### config.mk
export PLATFORM = sky130hd
export DESIGN_NAME = writeback_unit_flat
export DESIGN_NICKNAME = d
export VERILOG_FILES = /design/src/rtl/wb_pkg.sv /design/src/rtl/writeback_unit_if.sv /design/src/rtl/wb_fifo.sv /design/src/rtl/writeback_unit.sv /design/src/flat_wrapper.sv
export SDC_FILE = /design/constraint.sdc
export NUM_CORES = 1
export LEC_CHECK = 0
export CORE_UTILIZATION = 40
export DETAILED_ROUTE_END_ITERATION = 10
export HOLD_SLACK_MARGIN = 0.05
export SLEW_MARGIN = 10
export SYNTH_ARGS = -nofsm -noshare
export SYNTH_HDL_FRONTEND = slang
export SYNTH_SLANG_ARGS = --single-unit
### constraint.sdc
create_clock -name clk -period 3.8 [get_ports clk]
set_input_delay 0.57 -clock clk [delete_from_list [all_inputs] [get_ports clk]]
set_output_delay 0.57 -clock clk [all_outputs]
set_load 0.005 [all_outputs]
### src/rtl/wb_pkg.sv
// Shared widths, queue depth and the queued-writeback entry format.
// Every writeback_unit file imports this package.
package wb_pkg;
   localparam int XLEN   = 32;
   localparam int REG_AW = 5;
   localparam int DEPTH  = 4;

   typedef struct packed {
      logic [REG_AW-1:0] rd;
      logic [XLEN-1:0]   data;
   } wb_entry_t;
endpackage

### src/rtl/writeback_unit_if.sv
// Result-producer, register-file write and query signals of writeback_unit.
// The slave modport is the unit; the master modport is the pipeline around it.
interface writeback_unit_if #(
   parameter int XLEN   = wb_pkg::XLEN,
   parameter int REG_AW = wb_pkg::REG_AW
);
   logic              alu_valid;
   logic [REG_AW-1:0] alu_rd;
   logic [XLEN-1:0]   alu_data;
   logic              alu_ready;
   logic              lsu_valid;
   logic [REG_AW-1:0] lsu_rd;
   logic [XLEN-1:0]   lsu_data;
   logic              lsu_ready;
   logic              wb_stall;
   logic              flush;
   logic [REG_AW-1:0] q_addr;
   logic              q_hit;
   logic [REG_AW-1:0] A3;
   logic [XLEN-1:0]   WD3;
   logic              WE3;
   logic              busy;

   modport slave (
      input  alu_valid, alu_rd, alu_data, lsu_valid, lsu_rd, lsu_data,
      input  wb_stall, flush, q_addr,
      output alu_ready, lsu_ready, q_hit, A3, WD3, WE3, busy
   );

   modport master (
      output alu_valid, alu_rd, alu_data, lsu_valid, lsu_rd, lsu_data,
      output wb_stall, flush, q_addr,
      input  alu_ready, lsu_ready, q_hit, A3, WD3, WE3, busy
   );
endinterface

### src/rtl/wb_fifo.sv
// Circular write queue: one push and one pop per cycle, head visible combinationally,
// per-slot occupancy and rd exported for hazard lookup; storage itself is never reset.
module wb_fifo
   import wb_pkg::*;
#(
   parameter int DEPTH = wb_pkg::DEPTH
) (
   input  logic              clk,
   input  logic              rst_n,
   input  logic              i_push,
   input  logic              i_pop,
   input  logic              i_clear,
   input  wb_entry_t         i_dat,
   output logic              o_full,
   output logic              o_empty,
   output wb_entry_t         o_head,
   output logic [REG_AW-1:0] o_rd [DEPTH],
   output logic [DEPTH-1:0]  o_valid
);
   localparam int PW = $clog2(DEPTH);
   localparam int CW = PW + 1;

   wb_entry_t     r_mem [DEPTH];
   logic [PW-1:0] r_wr_ptr;
   logic [PW-1:0] r_rd_ptr;
   logic [CW-1:0] r_count;
   logic          w_push;
   logic          w_pop;

   assign o_full  = (r_count == CW'(DEPTH));
   assign o_empty = (r_count == '0);
   assign w_push  = i_push && !o_full && !i_clear;
   assign w_pop   = i_pop && !o_empty && !i_clear;
   assign o_head  = r_mem[r_rd_ptr];

   always_ff @(posedge clk or negedge rst_n) begin
      if (!rst_n) begin
         r_wr_ptr <= '0;
         r_rd_ptr <= '0;
         r_count  <= '0;
      end else if (i_clear) begin
         r_wr_ptr <= '0;
         r_rd_ptr <= '0;
         r_count  <= '0;
      end else begin
         if (w_push) r_wr_ptr <= r_wr_ptr + 1'b1;
         if (w_pop)  r_rd_ptr <= r_rd_ptr + 1'b1;
         case ({w_push, w_pop})
            2'b10:   r_count <= r_count + 1'b1;
            2'b01:   r_count <= r_count - 1'b1;
            default: r_count <= r_count;
         endcase
      end
   end

   always_ff @(posedge clk) begin
      if (w_push) r_mem[r_wr_ptr] <= i_dat;
   end

   // A slot is live when its distance from the read pointer is below the count.
   for (genvar i = 0; i < DEPTH; i++) begin : g_slot
      logic [PW-1:0] w_off;
      assign w_off      = PW'(i) - r_rd_ptr;
      assign o_valid[i] = ({1'b0, w_off} < r_count);
      assign o_rd[i]    = r_mem[i].rd;
   end
endmodule

### src/rtl/writeback_unit.sv
// Merges ALU and load results into one register-file write port through a small queue.
// One cycle accept-to-write latency; LSU wins arbitration, readies drop when full or flushing.
module writeback_unit
   import wb_pkg::*;
#(
   parameter int DEPTH  = wb_pkg::DEPTH,
   parameter int XLEN   = wb_pkg::XLEN,
   parameter int REG_AW = wb_pkg::REG_AW
) (
   input  logic             clk,
   input  logic             rst_n,
   writeback_unit_if.slave  wb
);
   logic              w_full;
   logic              w_empty;
   logic              w_lsu_rdy;
   logic              w_alu_rdy;
   logic              w_lsu_xfer;
   logic              w_alu_xfer;
   logic              w_push;
   logic              w_pop;
   wb_entry_t         w_push_dat;
   wb_entry_t         w_head;
   logic [REG_AW-1:0] w_rd [DEPTH];
   logic [DEPTH-1:0]  w_valid;
   logic [DEPTH-1:0]  w_match;

   // Readiness looks only at the registered count, never at this cycle's pop.
   assign w_lsu_rdy    = rst_n && !w_full && !wb.flush;
   assign w_alu_rdy    = w_lsu_rdy && !wb.lsu_valid;
   assign wb.lsu_ready = w_lsu_rdy;
   assign wb.alu_ready = w_alu_rdy;

   assign w_lsu_xfer = wb.lsu_valid && w_lsu_rdy;
   assign w_alu_xfer = wb.alu_valid && w_alu_rdy;
   assign w_push     = (w_lsu_xfer && (wb.lsu_rd != '0)) ||
                       (w_alu_xfer && (wb.alu_rd != '0));

   always_comb begin
      w_push_dat.rd   = wb.alu_rd;
      w_push_dat.data = wb.alu_data;
      if (w_lsu_xfer) begin
         w_push_dat.rd   = wb.lsu_rd;
         w_push_dat.data = wb.lsu_data;
      end
   end

   assign w_pop  = !w_empty && !wb.wb_stall && !wb.flush;
   assign wb.WE3 = w_pop;
   assign wb.A3  = w_pop ? w_head.rd   : REG_AW'(0);
   assign wb.WD3 = w_pop ? w_head.data : XLEN'(0);
   assign wb.busy = !w_empty;

   for (genvar i = 0; i < DEPTH; i++) begin : g_hit
      assign w_match[i] = w_valid[i] && (w_rd[i] == wb.q_addr);
   end
   assign wb.q_hit = (wb.q_addr != REG_AW'(0)) && (|w_match);

   wb_fifo #(
      .DEPTH (DEPTH)
   ) u_fifo (
      .clk     (clk),
      .rst_n   (rst_n),
      .i_push  (w_push),
      .i_pop   (w_pop),
      .i_clear (wb.flush),
      .i_dat   (w_push_dat),
      .o_full  (w_full),
      .o_empty (w_empty),
      .o_head  (w_head),
      .o_rd    (w_rd),
      .o_valid (w_valid)
   );
endmodule

### src/flat_wrapper.sv
// flat-port wrapper written by rule: the top's interface ports become plain ports
module writeback_unit_flat import wb_pkg::*;
#(
   parameter int DEPTH  = wb_pkg::DEPTH,
   parameter int XLEN   = wb_pkg::XLEN,
   parameter int REG_AW = wb_pkg::REG_AW
)
  (clk, rst_n, wb_alu_valid, wb_alu_rd, wb_alu_data, wb_lsu_valid, wb_lsu_rd, wb_lsu_data, wb_wb_stall, wb_flush, wb_q_addr, wb_alu_ready, wb_lsu_ready, wb_q_hit, wb_A3, wb_WD3, wb_WE3, wb_busy);
  writeback_unit_if #(.XLEN(XLEN), .REG_AW(REG_AW)) wb_i ();
  input  logic clk;
  input  logic rst_n;
  input wire logic [$bits(wb_i.alu_valid)-1:0] wb_alu_valid;
  input wire logic [$bits(wb_i.alu_rd)-1:0] wb_alu_rd;
  input wire logic [$bits(wb_i.alu_data)-1:0] wb_alu_data;
  input wire logic [$bits(wb_i.lsu_valid)-1:0] wb_lsu_valid;
  input wire logic [$bits(wb_i.lsu_rd)-1:0] wb_lsu_rd;
  input wire logic [$bits(wb_i.lsu_data)-1:0] wb_lsu_data;
  input wire logic [$bits(wb_i.wb_stall)-1:0] wb_wb_stall;
  input wire logic [$bits(wb_i.flush)-1:0] wb_flush;
  input wire logic [$bits(wb_i.q_addr)-1:0] wb_q_addr;
  output wire logic [$bits(wb_i.alu_ready)-1:0] wb_alu_ready;
  output wire logic [$bits(wb_i.lsu_ready)-1:0] wb_lsu_ready;
  output wire logic [$bits(wb_i.q_hit)-1:0] wb_q_hit;
  output wire logic [$bits(wb_i.A3)-1:0] wb_A3;
  output wire logic [$bits(wb_i.WD3)-1:0] wb_WD3;
  output wire logic [$bits(wb_i.WE3)-1:0] wb_WE3;
  output wire logic [$bits(wb_i.busy)-1:0] wb_busy;
  assign wb_i.alu_valid = wb_alu_valid;
  assign wb_i.alu_rd = wb_alu_rd;
  assign wb_i.alu_data = wb_alu_data;
  assign wb_i.lsu_valid = wb_lsu_valid;
  assign wb_i.lsu_rd = wb_lsu_rd;
  assign wb_i.lsu_data = wb_lsu_data;
  assign wb_i.wb_stall = wb_wb_stall;
  assign wb_i.flush = wb_flush;
  assign wb_i.q_addr = wb_q_addr;
  assign wb_alu_ready = wb_i.alu_ready;
  assign wb_lsu_ready = wb_i.lsu_ready;
  assign wb_q_hit = wb_i.q_hit;
  assign wb_A3 = wb_i.A3;
  assign wb_WD3 = wb_i.WD3;
  assign wb_WE3 = wb_i.WE3;
  assign wb_busy = wb_i.busy;
  writeback_unit #(.DEPTH(DEPTH), .XLEN(XLEN), .REG_AW(REG_AW)) u_core (.clk(clk), .rst_n(rst_n), .wb(wb_i));
endmodule
After elaboration in Yosys (flattened, before gate mapping):

Memories as Yosys holds them, arrays and structs flattened.
Index checks and enable logic that the tools add are counted.

* register bits: 7
* latch bits: 0
* bits in writable memories: 148
* memory bits (read-only): 0
* memories: 1

Memories
* u_core.u_fifo.r_mem: words 4, width 37, rd ports 5, clocked after memory_dff 0, write ports 1, line wb_fifo.sv:23 `wb_entry_t r_mem [DEPTH];`

* add/subtract/negate cells: 8
* $mul: 0
* divide/modulo/power cells: 0
* $lt $le $gt $ge: 4
* equal/unequal tests: 7
* shift operators: 0
* muxes and demuxes: 11
* bitwise operators: 0
* reduce and logical (&&, ||, !) cells: 32

Operators by type and width (count)
* 2-to-1 mux 37 bit: 1
* 2-to-1 mux 32 bit: 1
* == test 5 bit: 4
* logical AND 1 bit: 18
* nonzero test 5 bit: 3
* less-than comparator 2 x 3 -> 1 bit: 4
* 2-to-1 mux 2 bit: 4
* case mux 3 bit (2 select lines): 1
* zero test 1 bit: 5
* 2-to-1 mux 5 bit: 1
* adder 2 x 1 -> 2 bit (second input constant): 2
* nonzero test 2 bit: 2
* OR reduction 4 bit: 1
* subtractor 1 x 2 -> 2 bit (first input constant): 2
* subtractor 2 bit (first input constant): 2
* adder 3 x 1 -> 3 bit (second input constant): 1
* == test 3 bit (second input constant): 1
* zero test 3 bit: 1
* 2-to-1 mux 3 bit: 1
* nonzero test 3 bit: 1
* subtractor 3 x 1 -> 3 bit (second input constant): 1
* == test 2 x 1 -> 1 bit (second input constant): 1
* == test 2 bit (second input constant): 1
* 2-to-1 mux 1 bit: 2
* logical OR 1 bit: 1

Longest topological paths before layout:

Gate-level depths: netlist of run 1.

* depth after elaboration: 13
* mapped depth: 9
* mapped depth without buffers: 8

Modules after synthesis:

From an unflattened synthesis of run 1, not the netlist that was laid out.

* cell total of the unflattened synthesis: 429
* area total of the unflattened synthesis: 7393.3 µm²

By module, submodules not included
* wb_fifo: instances 1, cells each 298, area each 6204.7 µm², sequential area each 4619.4 µm²
* writeback_unit: instances 1, cells each 131, area each 1188.6 µm², sequential area each 0.0 µm²

Worst setup path after synthesis of run 1:

OpenSTA, ideal clock, no wires.

* path type: reg-to-reg
* start point: register u_core.u_fifo.r_count[2]
* end point: register u_core.u_fifo.r_count[2]
* arrival: 2.304 ns
* data required time: 3.672 ns
* setup slack: 1.368 ns
* cell stages (with the launch flop): 10
* buffers on the path: 2
* period minus slack after synthesis: 2.432 ns
* cells stage by stage: dfrtp_1 buf_4 nor3_1 or3_1 clkbuf_1 nor2_1 fa_1 and2b_1 mux2i_1 mux2_1

* cells in the longest elaborated chain, start to end: 13

Ends and longest elaborated chain
* from (decl): line wb_fifo.sv:26 `logic [CW-1:0] r_count;`
* from (signal assigned): line wb_fifo.sv:49 `2'b10: r_count <= r_count + 1'b1;`
* from (signal assigned): line wb_fifo.sv:50 `2'b01: r_count <= r_count - 1'b1;`
* from (signal assigned): line wb_fifo.sv:51 `default: r_count <= r_count;`
* == test 3 bit: line wb_fifo.sv:30 `assign o_full = (r_count == CW'(DEPTH));`
* zero test 1 bit: line wb_fifo.sv:32, writeback_unit.sv:29
* logical AND 1 bit (2 in a row): line writeback_unit.sv:29 `assign w_lsu_rdy = rst_n && !w_full && !wb.flush;`
* logical AND 1 bit: line writeback_unit.sv:30 `assign w_alu_rdy = w_lsu_rdy && !wb.lsu_valid;`
* logical AND 1 bit: line writeback_unit.sv:35 `assign w_alu_xfer = wb.alu_valid && w_alu_rdy;`
* logical AND 1 bit: line writeback_unit.sv:37 `(w_alu_xfer && (wb.alu_rd != '0));`
* logical OR 1 bit: line writeback_unit.sv:36 `assign w_push = (w_lsu_xfer && (wb.lsu_rd != '0)) ||`
* logical AND 1 bit (2 in a row): line wb_fifo.sv:32 `assign w_push = i_push && !o_full && !i_clear;`
* == test 2 x 1 -> 1 bit or == test 2 bit (tied branches): line wb_fifo.sv:48 `case ({w_push, w_pop})`
* case mux 3 bit (2 select lines): line wb_fifo.sv:48
* 2-to-1 mux 3 bit: line wb_fifo.sv:41 `end else if (i_clear) begin`

Parallel ways exist; a longest one is shown, timed or not.
A chain may end at the register's enable or synchronous reset.

Worst setup path after layout of run 1:

* start point: register u_core.u_fifo.r_rd_ptr[0]
* end point: output port wb_q_hit

* cells in the longest elaborated chain, start to end: 5

Ends and longest elaborated chain
* from (decl): line wb_fifo.sv:25 `logic [PW-1:0] r_rd_ptr;`
* from (signal assigned): line wb_fifo.sv:47 `if (w_pop) r_rd_ptr <= r_rd_ptr + 1'b1;`
* subtractor 1 x 2 -> 2 bit or subtractor 2 bit (tied branches): line wb_fifo.sv:63 `assign w_off = PW'(i) - r_rd_ptr;`
* less-than comparator 2 x 3 -> 1 bit: line wb_fifo.sv:64 `assign o_valid[i] = ({1'b0, w_off} < r_count);`
* logical AND 1 bit: line writeback_unit.sv:55 `assign w_match[i] = w_valid[i] && (w_rd[i] == wb.q_addr);`
* OR reduction 4 bit (*): line writeback_unit.sv:57 `assign wb.q_hit = (wb.q_addr != REG_AW'(0)) && (|w_match);`
* logical AND 1 bit (*): line writeback_unit.sv:57
* to (decl): line flat_wrapper.sv:23 `output wire logic [$bits(wb_i.q_hit)-1:0] wb_q_hit;`

Mark *: on every way between the ends. The rest lies on a longest branch, timed or not.

==> impl_metrics.yaml, run 1 <==
outcome:
  outcome: "completed"
timing:
  worstMarginPinSlew_ps: 538
  hold_viol: 0
  fin_hold_ws_ps: 441
  rsz0062_at_grt: "no"
  setup_viol: 0
  post-route-period-util_pct: 90.3
  worst_slack_ps: 367
  finalClockSkew_ps: 9.59
  timing.slew.headroom_pct: 64.2
  final-max-slew-violation-count: 0
  fin_setup_tns_ps: 0
  fmax_mhz: 291
  final.min_clock_period_ps: 3430
critical_path:
  critPathArrivalTime_ps: 2860
  critPathCaptureType: "output port"
  cp_max_fo: 27
  path_class: "reg2out"
  cp-start-kind: "flop"
  critPathRequiredTime_ps: 3230
final_layout:
  fillCellCount: 1340
  diodes: 0
  layout.nets: 613
  final_common_cell: "edfxtp_1"
  layout-drive-gt1-share_pct: 19.2
  finalNonFillerCells: 751
  syn2layout_area_growth_pct: 30.1
  design_area_sq_um: 9050
  final_cell_mix: "edfxtp_1, clkdlybuf4s50_1, nor2b_1"
power_and_ir_drop:
  p_leak_nw: 2.93
  p_per_area_nw_per_um2: 523
  ir_worst_vdd_mv: 0.345
detailed_routing:
  viasPerCell: 5.09
  ant_nets: 0
  drt_iter0_markers: 199
  route.detailed.drc: 0
  wl_mm: 13.6
  drtPass1Iterations: 4
  wl_per_cell_microns: 18.2
  vias: 3821
synthesis:
  synthDistinctLibCells: 34
  syn_area_per_cell_sq_um: 18.0
  yosys_warnings: 0
  synth_cells: 386
  syn-cell-area_sq_um: 6960
  ys_ff_latch: 155
  syn-num-nets: 480
  yosysSeqAreaShare_pct: 66.4
place:
  place_congestion: 0.848
  placed_cell_area_sq_um: 8520
  pre_cts_slack_ps: 557
  place_inst: 720
  dpl.hpwl_mm: 8.95
  port_buffers: 126
clocking:
  cts_tree: "built"
  post_cts_resized: 0
  numCtsBuffers: 17
  clkTransAtPathRegs_ps: 60
  cts-root-buf: "clkbuf_16"
  h-tree-depth: 4
  clk_latency_ps: 420
  hold_buffers: 0
  clkSinkCount: 155
  clock_tree.buffer_depth: 2
  cts_setup_buffers: 0
floorplan:
  row_count: 47
  core_sq_um: 16800
  ioPinCount: 127
  start_util_pct: 41.5
  fp.dieW_microns: 134
  die_height_microns: 134
  design.die.area_sq_um: 17900
global_route:
  antenna_found_initial: 0
  gr-usage-all-layers_pct: 16.4
  grt_start_max_net_pins: 38
  first_global_vias: 4026
  gr-total-overflow: 0
  grt_pass1_wl_mm: 21.8
flow_run:
  drv_cap: 0
hold_path:
  hold_class: "in2async"
## Yosys cell counts
cell type,n,area (sq um)
a21boi_2,1,11.3
a21oi_1,4,20.0
a21oi_2,1,8.76
and2_1,1,6.26
and2_2,4,30.0
and2b_1,3,22.5
buf_1,1,3.75
buf_2,9,45.0
buf_4,4,30.0
buf_6,1,11.3
clkbuf_1,10,37.5
dfrtp_1,7,175
edfxtp_1,148,4440
fa_1,1,20.0
ha_1,8,100
inv_1,7,26.3
mux2_1,30,338
mux2_2,10,113
mux2i_1,2,20.0
mux4_2,37,833
nand2_1,3,11.3
nand2b_1,4,25.0
nor2_1,9,33.8
nor2b_1,39,244
nor3_1,4,20.0
o2111ai_1,4,35.0
o21ai_2,2,17.5
o22a_1,1,8.76
o31ai_1,3,22.5
or3_1,1,6.26
or4_1,2,15.0
or4_4,1,11.3
xnor2_1,14,123
xor2_1,10,87.6
## layer usage
layer / track usage (%) / vias to the layer above / part of all wire (%)
met4: 5.49 / 0 / 0.86
met2: 27.6 / 106 / 50
met1: 20.7 / 1944 / 45
li1: - / 1758 / -
met5: 0 / - / 0
met3: 4.12 / 13 / 4.7
## worst max-delay path: stages, from the launching register on
cell	delay, ps
dfrtp_4	780
buf_4	320
nand2_1	70
a21oi_1	190
o2111ai_1	130
o31ai_1	280
o22a_1	200
clkdlybuf4s50_1	490
## state kept, by name, indices dropped and copies added, names as in the netlist
signal and count:
u_core.u_fifo.r_rd_ptr 2, u_core.u_fifo.r_count 3, u_core.u_fifo.r_wr_ptr 2, u_core.u_fifo.r_mem 148
## area by class of cell
class / instances / area, sq um / share of cell area, %
clock inverter: 14 / 106 / 1.17
tap: 220 / 275 / 3.04
sequential: 155 / 4620 / 51.1
inverter: 7 / 26.3 / 0.290
timing repair buffer: 139 / 1410 / 15.6
multi-input combinational: 199 / 2190 / 24.1
clock buffer: 17 / 425 / 4.70
## power breakdown
part	total (mW)	switching [mW]	internal, mW
Sequential	2.11	0.129	1.98
Combinational	1.11	0.434	0.672
Clock	1.52	0.632	0.884
## worst paths after layout
check                           slack (ps)                      start  depth (start not counted)                   endpoint
worst max-delay path                   370  u_core.u_fifo.r_rd_ptr[0]                          7                   wb_q_hit
worst min-delay path                   440                      rst_n                          1   u_core.u_fifo.r_count[2]
worst max register to register        1230   u_core.u_fifo.r_count[2]                          8   u_core.u_fifo.r_count[2]
worst min register to register         600  u_core.u_fifo.r_wr_ptr[0]                          1  u_core.u_fifo.r_wr_ptr[0]
max in group asynchronous             3060                      rst_n                          1  u_core.u_fifo.r_rd_ptr[0]
min in group clk                       600  u_core.u_fifo.r_wr_ptr[0]                          1  u_core.u_fifo.r_wr_ptr[0]
## cell families (layout without fill, tap and decap cells)
family          after synthesis  after routing  share of synthesized area, %
xor+xnor                     24             24                          3.02
mux                          79             79                          18.7
buf+inv                      32            177                          2.21
compound gates               16             16                          1.78
flops                       155            155                          66.4
simple gates                 71             71                          6.11
fa+ha+maj                     9              9                          1.73
## stage by stage
step | power, mW | utilization (%)
floorplan | 2.83 | -
global placement | 3.26 | 50.8
detailed placement | 3.28 | 50.8
CTS | 4.80 | 54.0
global route | 4.96 | 54.0
finish | 4.73 | 54.0
Note: power is estimated with default switching activity, not from simulation.
==> run 2: changes to the inputs <==
Settings changed: RECOVER_POWER from default to 25.
==> run 2 against run 1 <==
  * Core utilization shrank 0.18 points
  * Largest power group unchanged
  * Wire length is essentially flat
  * Maximum frequency grew 0.19%
  * Setup slack gained 6.4 ps
  * Worst hold slack gained 67 ps
==> impl_metrics.yaml, run 2 (synthesis gave the netlist of run 1 again) <==
critical_path:
  critPathRequiredTime_ps: 3230
  path_class: "reg2out"
  critPathArrivalTime_ps: 2860
  r2r_setup_slack_ps: 860
  reg2reg_depth: 6
  cp-start-kind: "flop"
  critPathCaptureType: "output port"
  cp_max_fo: 27
detailed_routing:
  wl_per_cell_microns: 18.2
  viasPerCell: 5.04
  drtPass1Iterations: 6
  ant_nets: 0
  drt_iter0_markers: 168
  route.detailed.drc: 0
  wl_mm: 13.6
  vias: 3787
final_layout:
  syn2layout_area_growth_pct: 29.7
  layout.nets: 613
  diodes: 0
  design_area_sq_um: 9020
  multi_input_area_sq_um: 2180
  regMostFlops: "u_core.u_fifo.r_mem"
  final_common_cell: "edfxtp_1"
  reg_top3: "u_core.u_fifo.r_mem x148, u_core.u_fifo.r_count x3"
  seqCellArea_sq_um: 4620
  fillCellCount: 1344
  final_cell_mix: "edfxtp_1, clkdlybuf4s50_1, nor2b_1"
  largest_reg_flops: 148
  layout-drive-gt1-share_pct: 17.5
flow_run:
  drv_cap: 0
timing:
  hold_viol: 0
  post-route-period-util_pct: 90.2
  finalClockSkew_ps: 6.81
  worst_slack_ps: 374
  final-max-slew-violation-count: 0
  rsz0062_at_grt: "no"
  timing.slew.headroom_pct: 19.2
  worstMarginPinSlew_ps: 1210
  setup_viol: 0
  fin_setup_tns_ps: 0
  final.min_clock_period_ps: 3430
  fmax_mhz: 292
global_route:
  antenna_found_initial: 0
  first_global_vias: 4026
  gr-usage-all-layers_pct: 16.4
  grt_start_max_net_pins: 38
  gr-total-overflow: 0
  grt_pass1_wl_mm: 21.8
clocking:
  post_cts_resized: 0
  hold_buffers: 0
  cts-root-buf: "clkbuf_16"
  cts_setup_buffers: 0
  numCtsBuffers: 17
  h-tree-depth: 4
  clkSinkCount: 155
  cts_tree: "built"
  clk_latency_ps: 420
  clkTransAtPathRegs_ps: 60
  clock_tree.buffer_depth: 2
power_and_ir_drop:
  power_mw: 4.72
  p_per_area_nw_per_um2: 524
  ir_worst_vdd_mv: 0.349
  p_leak_nw: 2.92
hold_path:
  hold_class: "in2async"
place:
  placed_cell_area_sq_um: 8520
  port_buffers: 126
  place_congestion: 0.848
  dpl.hpwl_mm: 8.95
  pre_cts_slack_ps: 557
floorplan:
  ioPinCount: 127
  fp.dieW_microns: 134
  die_height_microns: 134
  row_count: 47
  core_sq_um: 16800
  start_util_pct: 41.5
  design.die.area_sq_um: 17900
outcome:
  outcome: "completed"
==> run 2: path summary, 6_finish.rpt <==
path / startpoint / end
setup / recovery: u_core.u_fifo.r_rd_ptr[0] / wb_q_hit
hold / removal: rst_n / u_core.u_fifo.r_count[2]
setup reg to reg: u_core.u_fifo.r_count[0] / u_core.u_fifo.r_mem[3][17]
hold reg to reg: u_core.u_fifo.r_wr_ptr[0] / u_core.u_fifo.r_wr_ptr[0]
max in group asynchronous: rst_n / u_core.u_fifo.r_rd_ptr[0]
min in group clk: u_core.u_fifo.r_wr_ptr[0] / u_core.u_fifo.r_wr_ptr[0]
==> run 2: worst max-delay path, stage by stage (launching register included) <==
cell	delay (ps)
dfrtp_4	770
buf_4	320
nand2_1	70
a21oi_1	190
o2111ai_1	130
o31ai_1	270
o22a_1	200
clkdlybuf4s50_1	490
==> run 2: cell type report <==
class,count,area share (%)
sequential,155,51.3
multi-input combinational,199,24.1
timing repair buffer,139,15.4
clock buffer,17,4.72
tap,220,3.05
clock inverter,14,1.18
inverter,7,0.291
==> run 2: where the power goes <==
group          total (mW)  leakage [nW]  internal, mW  switching (mW)
clock                1.52         0.255         0.884           0.636
sequential           2.11          1.43          1.98           0.128
combinational        1.09          1.23         0.664           0.431
total                4.72          2.92          3.53            1.19
==> run 2: stage by stage <==
stage,std cells,hold WS (ps),util (%)
3_5_place_dp,720,592,50.8
2_1_floorplan,386,274,-
3_3_place_gp,720,572,50.8
4_1_cts,751,432,54.0
6_report,751,508,53.8
5_1_grt,751,525,53.8
==> run 2: layer usage <==
layer | vias up | GRT usage (%) | wire length (microns)
met1 | 1912 | 20.7 | 6100
met3 | 19 | 4.12 | 617
li1 | 1759 | - | -
met4 | 0 | 5.49 | 162
met5 | - | 0 | 0
met2 | 97 | 27.6 | 6770
==> run 3: changes to the inputs <==
Settings changed: ABC_AREA from default to 0, PLACE_DENSITY from default to 0.66.
Clock period 3.8 ns to 4 ns, I/O delays scaled along.
==> run 3 against run 2 <==
  * Wire length fell by 1.0%
  * Cell area grew 1.2%
  * Clock skew is 0.57 ps higher
  * First-iteration DRC count increased by 16%
  * Critical path depth did not move
  * Largest cell class unchanged
  * Sequential power is 8% lower
  * Core utilization up 0.63 points
  * Combinational power barely moved
  * Via count is 0.71% lower
  * Clock-buffer cell count unchanged
  * Critical path type is now in2reg
  * Worst hold slack improved by 21 ps
  * Global-route usage down 0.29 points
==> impl_metrics.yaml, run 3 (synthesis gave the netlist of run 1 again) <==
global_route:
  antenna_found_initial: 0
  first_global_vias: 4055
  gr-total-overflow: 0
  grt_start_max_net_pins: 29
  grt_pass1_wl_mm: 21.5
  gr-usage-all-layers_pct: 16.1
hold_path:
  hold_class: "in2async"
final_layout:
  finalNonFillerCells: 750
  largest_reg_flops: 148
  layout-drive-gt1-share_pct: 17.7
  final_cell_mix: "edfxtp_1, clkdlybuf4s50_1, nor2b_1"
  reg_top3: "u_core.u_fifo.r_mem x148, u_core.u_fifo.r_count x3"
  layout.nets: 611
  diodes: 0
  fillCellCount: 1348
  syn2layout_area_growth_pct: 31.2
  final_common_cell: "edfxtp_1"
  regMostFlops: "u_core.u_fifo.r_mem"
  fin_util_pct: 54.5
place:
  place_congestion: 0.845
  place_inst: 718
  port_buffers: 126
  dpl.hpwl_mm: 9.09
timing:
  hold_viol: 0
  final.min_clock_period_ps: 3480
  setup_viol: 0
  post-route-period-util_pct: 87.0
  fin_setup_tns_ps: 0
  fin_hold_ws_ps: 529
  timing.slew.headroom_pct: 25.7
  rsz0062_at_grt: "no"
  worstMarginPinSlew_ps: 1110
  fmax_mhz: 287
  finalClockSkew_ps: 7.37
  final-max-slew-violation-count: 0
detailed_routing:
  viasPerCell: 5.01
  wl_per_cell_microns: 18.0
  vias: 3760
  wl_met3_microns: 748
  drtPass1Iterations: 4
  route.met2.wl_mm: 6.55
  route.detailed.drc: 0
  drt_iter0_markers: 195
  ant_nets: 0
  wl_mm: 13.5
  top_layer: "met4"
  wirelength_met1_mm: 6.14
floorplan:
  start_util_pct: 41.5
  design.die.area_sq_um: 17900
  row_count: 47
  fp.dieW_microns: 134
  core_sq_um: 16800
  ioPinCount: 127
  die_height_microns: 134
clocking:
  clkSinkCount: 155
  cts_tree: "built"
  cts_setup_buffers: 0
  clk_latency_ps: 410
  clock_tree.buffer_depth: 2
  numCtsBuffers: 17
  clkTransAtPathRegs_ps: 60
  h-tree-depth: 4
  hold_buffers: 0
  post_cts_resized: 0
  cts-root-buf: "clkbuf_16"
critical_path:
  cp_top_family: "buffers and inverters"
  cp_max_fo: 25
  critPathCaptureType: "flop"
  critPathRequiredTime_ps: 4100
  cp_cell_sequence: "dlygate4sd3_1, nand2b_1, a21oi_1, a21boi_0, clkbuf_1, and2_0, buf_12"
  path_class: "in2reg"
  crit_path_top_delay_cell: "and2_0"
  crit_path_max_incr_delay_ps: 940
  critPathArrivalTime_ps: 3580
  critPathBufInv: 3
  cp-start-kind: "input port"
flow_run:
  drv_cap: 0
outcome:
  outcome: "completed"
power_and_ir_drop:
  ir_worst_vdd_mv: 0.309
  p_per_area_nw_per_um2: 517
  p_leak_nw: 2.97
## run 3: changes by cell type in the layout (fill, tap and decap cells not counted), moves of 2 or more
cell | before | now
buf_12 | 3 | 5
buf_4 | 7 | 5
bufinv_16 | 1 | 3
clkinv_1 | 2 | 0
clkinv_2 | 6 | 1
clkinvlp_4 | 4 | 0
inv_6 | 1 | 6
inv_8 | 0 | 4
## run 3: per-layer routing
metal | global-route usage, % | up-vias
met5 | 0 | -
met1 | 21.7 | 1884
met2 | 26.3 | 117
met3 | 3.44 | 6
met4 | 4.86 | 0
li1 | - | 1753
## run 3: where the power goes
part / switching, mW / internal (mW)
clock: 0.677 / 1.01
combinational: 0.469 / 0.629
sequential: 0.0551 / 1.88
total: 1.20 / 3.52
## run 3: cell type report
class	instances	area [sq um]	share of cell area [%]
flip-flops and latches	155	4620	50.6
multi-input cells	199	2180	23.8
repair buffers	137	1400	15.4
clock buffers	17	425	4.66
well taps	220	275	3.02
clock inverters	15	201	2.21
inverters	7	26.3	0.288
## run 3: path summary, 6_finish.rpt
path                                                start                          to  slack [ps]  cells past startpoint
worst max-delay path                                rst_n  u_core.u_fifo.r_mem[1][36]         520                      7
worst min-delay path                                rst_n    u_core.u_fifo.r_count[2]         530                      1
max in group asynchronous                           rst_n   u_core.u_fifo.r_rd_ptr[0]        3200                      1
worst max register to register   u_core.u_fifo.r_count[0]  u_core.u_fifo.r_mem[1][36]         950                      6
min in group clk                u_core.u_fifo.r_wr_ptr[0]   u_core.u_fifo.r_wr_ptr[0]         600                      1
worst min register to register  u_core.u_fifo.r_wr_ptr[0]   u_core.u_fifo.r_wr_ptr[0]         600                      1
## run 3: metrics by stage
step | power, mW | instance area, sq um | setup slack (ps)
finish | 4.72 | 9130 | 520
global route | 4.94 | 9130 | 226
CTS | 4.80 | 9140 | 582
detailed placement | 3.11 | 8520 | 573
global placement | 3.09 | 8520 | 620
floorplan | 2.69 | 6960 | 1570
